--- config.mk ---
export PLATFORM = sky130hd
export DESIGN_NAME = cmd_stream_gen
export DESIGN_NICKNAME = d
export VERILOG_FILES = /design/src/rtl/cmd_stream_gen.sv
export SDC_FILE = /design/constraint.sdc
export NUM_CORES = 1
export LEC_CHECK = 0
export CORE_MARGIN = 1.5
export CORE_UTILIZATION = 44
export DETAILED_ROUTE_END_ITERATION = 12
export PLACE_DENSITY = 0.69
export RECOVER_POWER = 100
export REMOVE_ABC_BUFFERS = 1
export SETUP_SLACK_MARGIN = 0.02
export SYNTH_ARGS = -nofsm -noshare
export SYNTH_HDL_FRONTEND = slang
export SYNTH_SLANG_ARGS = --single-unit
--- constraint.sdc ---
create_clock -name clk -period 3 [get_ports clk]
set_input_delay 0.9 -clock clk [delete_from_list [all_inputs] [get_ports clk]]
set_output_delay 0.9 -clock clk [all_outputs]
set_load 0.01 [all_outputs]
--- src/rtl/cmd_stream_gen.sv ---
// Command stream generator: serialises triangle records fetched from an external ROM,
// then one end-of-band (EFB) command per band and a closing end-of-frame (EF) command.
module cmd_stream_gen #(
   parameter int REC_W     = 480,
   parameter int OUT_W     = 8,
   parameter int NUM_TRI   = 3,
   parameter int NUM_BANDS = 80,
   parameter int OPC_LSB   = 240,
   parameter int LOOP      = 1
) (
   input  logic             clk,
   input  logic             rst,
   input  logic             start,
   output logic [7:0]       rec_addr,
   input  logic [REC_W-1:0] rec_data,
   output logic [OUT_W-1:0] out_data,
   output logic             out_push,
   input  logic             out_full,
   input  logic             draw_next,
   output logic             busy,
   output logic             frame_done,
   output logic [15:0]      frame_cnt
);

   localparam int BEATS = REC_W / OUT_W;
   localparam int BCW   = (BEATS > 1) ? $clog2(BEATS) : 1;

   localparam logic [BCW-1:0]   LAST_BEAT = BCW'(BEATS - 1);
   localparam logic [7:0]       LAST_TRI  = 8'(NUM_TRI - 1);
   localparam logic [7:0]       BANDS     = 8'(NUM_BANDS);
   localparam logic [REC_W-1:0] EFB_REC   = REC_W'(8'h80) << OPC_LSB;
   localparam logic [REC_W-1:0] EF_REC    = REC_W'(8'h40) << OPC_LSB;

   typedef enum logic [2:0] {
      IDLE, FETCH, SEND_TRI, WAIT_BAND, SEND_EFB, SEND_EF
   } state_t;

   state_t           state_q, state_d;
   logic             phase_q, phase_d;
   logic [7:0]       tri_idx_q, tri_idx_d;
   logic [7:0]       band_idx_q, band_idx_d;
   logic [BCW-1:0]   beat_q, beat_d;
   logic [REC_W-1:0] rec_q, rec_d;
   logic             band_ready_q, band_ready_d;
   logic             frame_done_q, frame_done_d;
   logic [15:0]      frame_cnt_q, frame_cnt_d;
   logic             send;
   logic             last_push;

   assign send       = (state_q == SEND_TRI) || (state_q == SEND_EFB) || (state_q == SEND_EF);
   assign out_push   = send && !out_full;
   assign last_push  = out_push && (beat_q == LAST_BEAT);
   assign out_data   = rec_q[REC_W-1 -: OUT_W];
   assign rec_addr   = tri_idx_q;
   assign busy       = (state_q != IDLE);
   assign frame_done = frame_done_q;
   assign frame_cnt  = frame_cnt_q;

   always_comb begin
      // NOTE: every target gets its hold value first so no path through the case infers a latch.
      state_d      = state_q;
      phase_d      = phase_q;
      tri_idx_d    = tri_idx_q;
      band_idx_d   = band_idx_q;
      beat_d       = beat_q;
      rec_d        = rec_q;
      band_ready_d = band_ready_q;
      frame_done_d = 1'b0;
      frame_cnt_d  = frame_cnt_q;

      if (out_push) begin
         rec_d  = rec_q << OUT_W;
         beat_d = beat_q + 1'b1;
         if (state_q != SEND_TRI && beat_q == '0)
            band_ready_d = 1'b0;
      end

      case (state_q)
         IDLE: begin
            if (start) begin
               state_d      = FETCH;
               phase_d      = 1'b0;
               tri_idx_d    = '0;
               band_idx_d   = '0;
               band_ready_d = 1'b1;
            end
         end
         FETCH: begin
            // Phase 0 presents the address, phase 1 captures the ROM's registered data.
            if (!phase_q) begin
               phase_d = 1'b1;
            end else begin
               phase_d = 1'b0;
               rec_d   = rec_data;
               beat_d  = '0;
               state_d = SEND_TRI;
            end
         end
         SEND_TRI: begin
            if (last_push) begin
               beat_d = '0;
               if (tri_idx_q < LAST_TRI) begin
                  tri_idx_d = tri_idx_q + 8'd1;
                  state_d   = FETCH;
               end else begin
                  state_d = WAIT_BAND;
               end
            end
         end
         WAIT_BAND: begin
            if (band_ready_q) begin
               beat_d = '0;
               if (band_idx_q < BANDS) begin
                  rec_d   = EFB_REC;
                  state_d = SEND_EFB;
               end else begin
                  rec_d   = EF_REC;
                  state_d = SEND_EF;
               end
            end
         end
         SEND_EFB: begin
            if (last_push) begin
               beat_d     = '0;
               band_idx_d = band_idx_q + 8'd1;
               state_d    = WAIT_BAND;
            end
         end
         SEND_EF: begin
            if (last_push) begin
               beat_d       = '0;
               frame_done_d = 1'b1;
               frame_cnt_d  = frame_cnt_q + 16'd1;
               if (LOOP != 0) begin
                  state_d    = FETCH;
                  phase_d    = 1'b0;
                  tri_idx_d  = '0;
                  band_idx_d = '0;
               end else begin
                  state_d = IDLE;
               end
            end
         end
         default: state_d = IDLE;
      endcase

      // A rasteriser request coinciding with a clear must not be lost.
      if (draw_next)
         band_ready_d = 1'b1;
   end

   always_ff @(posedge clk) begin
      // NOTE: non-blocking updates so every register samples the pre-edge values.
      if (rst) begin
         state_q      <= IDLE;
         phase_q      <= 1'b0;
         tri_idx_q    <= '0;
         band_idx_q   <= '0;
         beat_q       <= '0;
         rec_q        <= '0;
         band_ready_q <= 1'b0;
         frame_done_q <= 1'b0;
         frame_cnt_q  <= '0;
      end else begin
         state_q      <= state_d;
         phase_q      <= phase_d;
         tri_idx_q    <= tri_idx_d;
         band_idx_q   <= band_idx_d;
         beat_q       <= beat_d;
         rec_q        <= rec_d;
         band_ready_q <= band_ready_d;
         frame_done_q <= frame_done_d;
         frame_cnt_q  <= frame_cnt_d;
      end
   end

endmodule

# --- Word level (Yosys, flattened, before mapping) ---
# Index checks and enable logic that the tools add are counted.
classes:
  addsub: 4
  n_lt_le_gt_ge: 2
  eq_ne: 14
  muxes: 36
  bitwise_logic: 1
  reduce_logical: 19
op_table:
  columns: ["op", "count"]
  rows:
  - ["two-way mux 480 bit", 3]
  - ["one-hot mux 480 bit (2 select lines)", 1]
  - ["two-way mux 248 bit", 1]
  - ["one-hot mux 8 bit (3 select lines)", 2]
  - ["two-way mux 8 bit", 5]
  - ["two-way mux 6 bit", 4]
  - ["two-way mux 3 bit", 6]
  - ["one-hot mux 3 bit (6 select lines)", 1]
  - ["one-hot mux 6 bit (3 select lines)", 1]
  - ["adder 16 x 1 -> 16 bit, second input constant", 1]
  - ["adder 8 x 1 -> 8 bit, second input constant", 2]
  - ["inequality test 2 bit, second input constant", 6]
  - ["nonzero test 3 bit", 4]
  - ["two-way mux 1 bit", 10]
  - ["less-than comparator 8 x 2 -> 1 bit, second input constant", 1]
  - ["less-than comparator 8 x 7 -> 1 bit, second input constant", 1]
  - ["adder 6 x 1 -> 6 bit, second input constant", 1]
  - ["== test 3 x 2 -> 1 bit, second input constant", 2]
  - ["== test 3 bit, second input constant", 2]
  - ["== test 6 bit, second input constant", 1]
  - ["zero test 6 bit", 1]
  - ["AND reduction 6 bit", 1]
  - ["AND reduction 5 bit", 1]
  - ["AND reduction 4 bit", 1]
  - ["other kinds (14)", 17]
word_totals:
  register_bits: 524
  in_bits: 485
  out_inout_bits: 35
  wordCells: 85

# --- Longest topological paths before layout ---
# Gate-level depths: netlist (run 1).
depth:
  word_depth: 8
  ltp_mapped: 9

# --- Least setup slack after synthesis (run 1) ---
# Ideal clock, no wire load.
synth_timing:
  kind: "input to register"
  start: "input out_full"
  end: "register frame_cnt_q[5] (netlist: frame_cnt[5])"
  setup_ps: 70
  arrival_time_ps: 2270
  path_slack_ps: 660
  cell_stages: 7
  cell_sequence: "and4bb_1 and4_1 buf_4 nand4_1 clkbuf_1 or3_1 a21oi_1"
synth_between:
  elab_chain_len: 4
synth_lines:
  columns: ["item", "line_no", "text"]
  rows:
  - ["start, declared", "18", "input logic out_full,"]
  - ["zero test 1 bit", "51", "assign out_push = send && !out_full;"]
  - ["logical AND 1 bit", "51", null]
  - ["logical AND 1 bit", "52", "assign last_push = out_push && (beat_q == LAST_BEAT);"]
  - ["AND reduction 2 bit (no line)", null, null]
  - ["end signal, assigned", "173", "frame_cnt_q <= frame_cnt_d;"]
  - ["end, declared", "46", "logic [15:0] frame_cnt_q, frame_cnt_d;"]
# Every way passes these cells.
# A chain may end at the register's enable or synchronous reset.

# --- Final worst setup path (run 1) ---
layout_timing:
  start: "input out_full"
  end: "output out_push"
layout_between:
  elab_chain_len: 2
layout_lines:
  columns: ["item", "line_no", "text"]
  rows:
  - ["zero test 1 bit", "51", null]
  - ["logical AND 1 bit", "51", null]
  - ["end, declared", "17", "output logic out_push,"]
# Every way passes these cells.

==> impl_metrics.yaml, run 1 <==
clocking:
  cts_tree: "done"
  ctsHtreeMaxLevel: 2
  clkSinkCount: 524
  path_clk_slew_ns: 0.06
  cts_made_buffers: 56
  cts-hold-fix-buffers: 0
  cts_buffer_depth: 3
  root_buffer: "clkbuf_16"
  clkLatencyLatePin_ns: 0.59
global_route:
  antenna_found_initial: 24
  grt.overflow.total: 0
  grt_util_all_layers: 0.233
  grt_pass1_vias: 19400
  grt_max_degree: 107
  grt_first_pass_wirelength_um: 105000
synth:
  seq_area_frac_synth: 0.442
  synth.ff_latch_count: 524
  synthTopCellsByCount: "dfxtp_1 (524), nor2_1 (514), mux2i_1 (474), a2bb2oi_1 (471), clkbuf_1 (134)"
  async_flop_share: 0
  synth-main-ff-cell: "dfxtp_1"
  synth.top_cell.area_share: 0.442
  syn-cell-area_sq_mm: 0.0237
  synth_edf_count: 0
  synth_most_common_cell: "dfxtp_1"
  synth_cell_type_count: 47
  yosysWarnings: 0
  avgSynthCellArea_sq_um: 9.96
  syn_inst: 2382
  netlist_top_cells_area: "dfxtp_1 (44%), mux2i_1 (20%), a2bb2oi_1 (17%), nor2_1 (8.1%), buf_6 (2.5%)"
  synth_top_cell_by_area: "dfxtp_1"
critical_path:
  critPathCaptureType: "primary output"
  critPathLaunchType: "input pin"
  crit_type: "input pin to primary output"
  critPathMaxFanout: 5
  crit_required_ns: 2.10
  cp.arrival_ns: 2.05
power_and_ir_drop:
  power_mw: 17.3
  clkPwrFrac: 0.413
  p_per_area_mw_per_mm2: 554
  switching_share: 0.242
  comb_power_share: 0.164
  ir_drop_mv: 0.502
  p_seq_frac: 0.423
  p_switching_mw: 4.18
  p_leak_nw: 12.1
  p_int_mw: 13.1
layout:
  fin_cells: 3556
  final_nets: 3300
  fillers: 4530
  drive_gt1_frac: 0.0571
  areaGrowthSynthToFinish_pct: 31.6
drt:
  num_vias: 19600
  viasPerCell: 5.50
  drc: 0
  wl_per_cell_um: 18.9
  routed_wirelength_um: 67100
  ant_nets: 0
  drt-initial-drc-count: 971
  firstDrtPassIters: 5
floorplan:
  fp.dieW_um: 235
  start_util: 0.448
  row_count: 84
  boundaryPins: 520
  dieArea_sq_mm: 0.0553
  core_area_sq_mm: 0.0530
  die_h_um: 235
placement:
  finalWeightedCongestion: 0.838
  post-place-cells: 3439
  numPortBuffers: 519
  hpwl_um: 46800
timing:
  rsz0062_at_grt: "false"
  finalClockSkew_ns: 0.0176
  min_period_ns: 2.95
  slew_viol_final: 0
  post-route-period-util: 0.982
  fmax_ghz: 0.339
  hold_viol: 0
  setup_viol: 0
  timing.hold.ws_ns: 0.492
  relSlewSlack: 0.245
  tightest_slew_ns: 1.13
run_status:
  status: "completed"
hold_path:
  worstHoldPathType: "flop to flop"
run:
  maxCapViolations: 0
final timing paths:
path | slack, ns | depth (start not counted) | start | end
max | 0.05 | 5 | out_full | out_push
min | 0.49 | 1 | rec_addr[4] | rec_addr[4]
max reg2reg | 0.17 | 9 | state_q[1] | rec_q[242]
min reg2reg | 0.49 | 1 | rec_addr[4] | rec_addr[4]
through the flow:
| step | area (sq um) | util | setup TNS, ns | setup slack, ns |
|---|---|---|---|---|
| floorplan | 22400 | - | -9064.06 | -20.50 |
| finish | 31200 | 0.590 | 0 | 0.0542 |
| global route | 31200 | 0.589 | 0 | 0.00370 |
| CTS | 31400 | 0.593 | 0 | 0.0200 |
| global placement | 29500 | 0.557 | 0 | 0.0884 |
| detailed placement | 29500 | 0.557 | 0 | 0.0175 |
state kept, by name, indices dropped and copies added, names as in the netlist:
name          count
phase_q           1
state_q           3
beat_q            6
frame_cnt        16
rec_addr          8
band_idx_q        8
frame_done        1
rec_q           480
band_ready_q      1
routing by layer:
layer  global-route usage  routed length, um  vias to the layer above
li1                     -                  -                     9505
met1                0.289              28600                     9420
met2                0.389              32200                      482
met3               0.0647               4560                      127
met4               0.0792               1730                       22
met5                    0                153                        -
cell type report:
| class | count | area [sq um] | share of cell area |
|---|---|---|---|
| flip-flops and latches | 524 | 10500 | 0.336 |
| diodes | 14 | 35.0 | 0.00112 |
| clock buffers | 86 | 1680 | 0.0536 |
| inverters | 7 | 26.3 | 0.000841 |
| multi-input cells | 1620 | 11900 | 0.380 |
| repair buffers | 601 | 6030 | 0.193 |
| well taps | 688 | 861 | 0.0276 |
| clock inverters | 16 | 234 | 0.00749 |
cell families after synthesis:
kind of cell | synth area share
flip-flops | 0.442
buffers and inverters | 0.0580
AO/OA/AOI/OAI | 0.190
AND/OR/NAND/NOR | 0.101
adder cells (fa/ha/maj) | 0.00264
multiplexers | 0.200
XOR/XNOR | 0.00591
power groups by stage:
stage,registers [mW],clock network [mW],logic [mW]
global placement,7.46,0,2.85
floorplan,7.43,0,3.38
finish,7.31,7.14,2.84
detailed placement,7.46,0,2.89
CTS,7.31,7.30,2.91
global route,7.33,7.59,3.03
timing repair:
| action | 4_1_cts | 5_1_grt |
|---|---|---|
| buffers inserted | 0 | 1 |
| endpoints found under the setup margin | 1 | 1 |
| pin swaps | 1 | 1 |
| resized for setup | 1 | 0 |
worst max-delay path, stage by stage:
cell and delay (ns):
dlygate4sd3_1 0.57, clkbuf_1 0.14, a21oi_4 0.17, buf_12 0.15, buf_12 0.11
cell usage in the layout (no fill, tap or decap), drive strengths merged, types with 11 or more instances in the layout:
cell	synthesis	layout
dfxtp	524	524
nor2	514	514
clkdlybuf4s50	0	483
mux2i	474	474
a2bb2oi	471	471
clkbuf	134	115
buf	97	55
dlygate4sd3	0	34
a21oi	19	19
nand2	17	17
diode	0	14
o21ai	14	14
or3	11	11
xor2	11	11
Note: power is estimated with default switching activity, not from simulation.
==> run 2: changes to the inputs <==
--- a/config.mk
+++ b/config.mk
@@ -8,10 +8,12 @@
 export CORE_MARGIN = 1.5
 export CORE_UTILIZATION = 44
 export DETAILED_ROUTE_END_ITERATION = 12
-export PLACE_DENSITY = 0.69
+export DONT_BUFFER_PORTS = 1
+export PLACE_DENSITY = 0.57
 export RECOVER_POWER = 100
 export REMOVE_ABC_BUFFERS = 1
 export SETUP_SLACK_MARGIN = 0.02
 export SYNTH_ARGS = -nofsm -noshare
 export SYNTH_HDL_FRONTEND = slang
 export SYNTH_SLANG_ARGS = --single-unit
+export TNS_END_PERCENT = 1
==> impl_metrics.yaml, run 2 (synthesized netlist as in run 1, its figures left out) <==
power_and_ir_drop:
  p_int_mw: 12.5
  p_seq_frac: 0.447
  comb_power_share: 0.120
  p_leak_nw: 9.87
  p_switching_mw: 3.90
  ir_drop_mv: 0.454
  p_per_area_mw_per_mm2: 633
  clkPwrFrac: 0.433
  switching_share: 0.238
clocking:
  ctsHtreeMaxLevel: 2
  cts-hold-fix-buffers: 0
  clkLatencyLatePin_ns: 0.60
  cts_made_buffers: 56
  cts_tree: "done"
  root_buffer: "clkbuf_16"
  cts_buffer_depth: 3
  clkSinkCount: 524
  path_clk_slew_ns: 0.06
drt:
  firstDrtPassIters: 5
  routed_wirelength_um: 61200
  route.met2.wl_um: 28800
  ant_nets: 0
  met3WireLength_um: 5190
  viasPerCell: 5.71
  highest_layer: "met5"
  wl_met1_um: 25800
  drc: 0
  drt-initial-drc-count: 954
  wl_per_cell_um: 20.4
  num_vias: 17100
layout:
  top_register: "rec_q"
  final_cell_mix: "dfxtp_1 (524), nor2_1 (513), mux2i_1 (474), a2bb2oi_1 (471), clkbuf_16 (57)"
  areaGrowthSynthToFinish_pct: 8.82
  drive_gt1_frac: 0.0641
  final_common_cell: "dfxtp_1"
  fin_util: 0.487
  largest_register_ffs: 480
  final_nets: 2755
timing:
  relSlewSlack: -0.227
  post-route-period-util: 0.959
  tightest_slew_ns: 1.84
  fmax_ghz: 0.348
  slew_viol_final: 167
  min_period_ns: 2.88
  tns_ns: 0
  setup_viol: 0
  hold_viol: 0
  rsz0062_at_grt: "false"
  fin_ws_ns: 0.124
  finalClockSkew_ns: 0.0135
run_status:
  violations: "slew limit"
  status: "complete, but fails checks"
critical_path:
  crit_required_ns: 2.10
  crit_type: "flop to primary output"
  critPathMaxFanout: 15
  cp.arrival_ns: 1.98
  critPathLaunchType: "flop"
  critPathCaptureType: "primary output"
floorplan:
  start_util: 0.448
  core_area_sq_mm: 0.0530
  boundaryPins: 520
  die_h_um: 235
  row_count: 84
  dieArea_sq_mm: 0.0553
  fp.dieW_um: 235
global_route:
  grt_util_all_layers: 0.211
  grt_max_degree: 510
  grt_pass1_vias: 16500
  grt_first_pass_wirelength_um: 94400
  antenna_found_initial: 11
  grt.overflow.total: 0
placement:
  hpwl_um: 41500
  finalWeightedCongestion: 0.836
  post-place-ws_ns: 0.352
  numPortBuffers: 0
run:
  maxCapViolations: 0
hold_path:
  worstHoldPathType: "input pin to flop"
[run 2: cell types whose count changed in the layout (fill, tap and decap cells not counted), sizes merged]
cell | previous run | this run
clkdlybuf4s50 | 483 | 0
dlygate4sd3 | 34 | 0
buf | 55 | 40
clkbuf | 115 | 101
diode | 14 | 5
bufinv | 6 | 4
clkinvlp | 0 | 2
bufbuf | 0 | 1
clkinv | 10 | 9
[run 2: what timing repair did]
item                                    4_1_cts  5_1_grt
cloned                                        1        0
hold endpoints to repair                      0        0
gates resized for setup                       0        1
buffers inserted                              1        0
endpoints found under the setup margin        1        1
pin swaps                                     1        0
[run 2: path summary, 6_finish.rpt]
check                                 from    endpoint  slack, ns  cells after the start
worst max-delay path            state_q[2]    out_push       0.12                      3
worst min-delay path                   rst  rec_q[434]       0.40                      1
worst max register to register  state_q[2]   rec_q[37]       0.17                      8
worst min register to register    rec_q[5]    rec_q[5]       0.50                      2
[run 2: worst max-delay path, cell delays in order (launching register included)]
cell	delay, ns
dfxtp_1	0.44
or3b_4	0.50
a21oi_4	0.17
buf_8	0.25
[run 2: per-layer routing]
metal | vias up | track usage
met4 | 14 | 0.0608
met5 | - | 0
met1 | 8219 | 0.257
li1 | 8398 | -
met3 | 94 | 0.0794
met2 | 411 | 0.345
[run 2: metrics by stage]
stage	instances	instance area [sq um]	power [mW]	hold slack (ns)
floorplan	2151	22400	10.8	0.465
global placement	2893	24000	9.39	0.480
detailed placement	2893	24000	9.44	0.489
CTS	2996	25900	16.6	0.368
global route	2998	25800	17.0	0.351
finish	3001	25800	16.3	0.400
[run 2: power groups by stage]
stage	clock network, mW	registers, mW	logic [mW]
after floorplan	0	7.43	3.38
after global placement	0	7.45	1.94
after detailed placement	0	7.46	1.98
after CTS	7.27	7.31	2.01
after global routing	7.56	7.33	2.12
final	7.07	7.31	1.97
[run 2: final cells by class]
| type | count | area (sq um) |
|---|---|---|
| Multi-Input combinational cell | 1620 | 11900 |
| Sequential cell | 524 | 10500 |
| Clock buffer | 86 | 1730 |
| Timing Repair Buffer | 56 | 647 |
| Inverter | 7 | 26.3 |
| Tap cell | 688 | 861 |
| Clock inverter | 15 | 180 |
| Fill cell | 4956 | 27200 |
| Antenna cell | 5 | 12.5 |
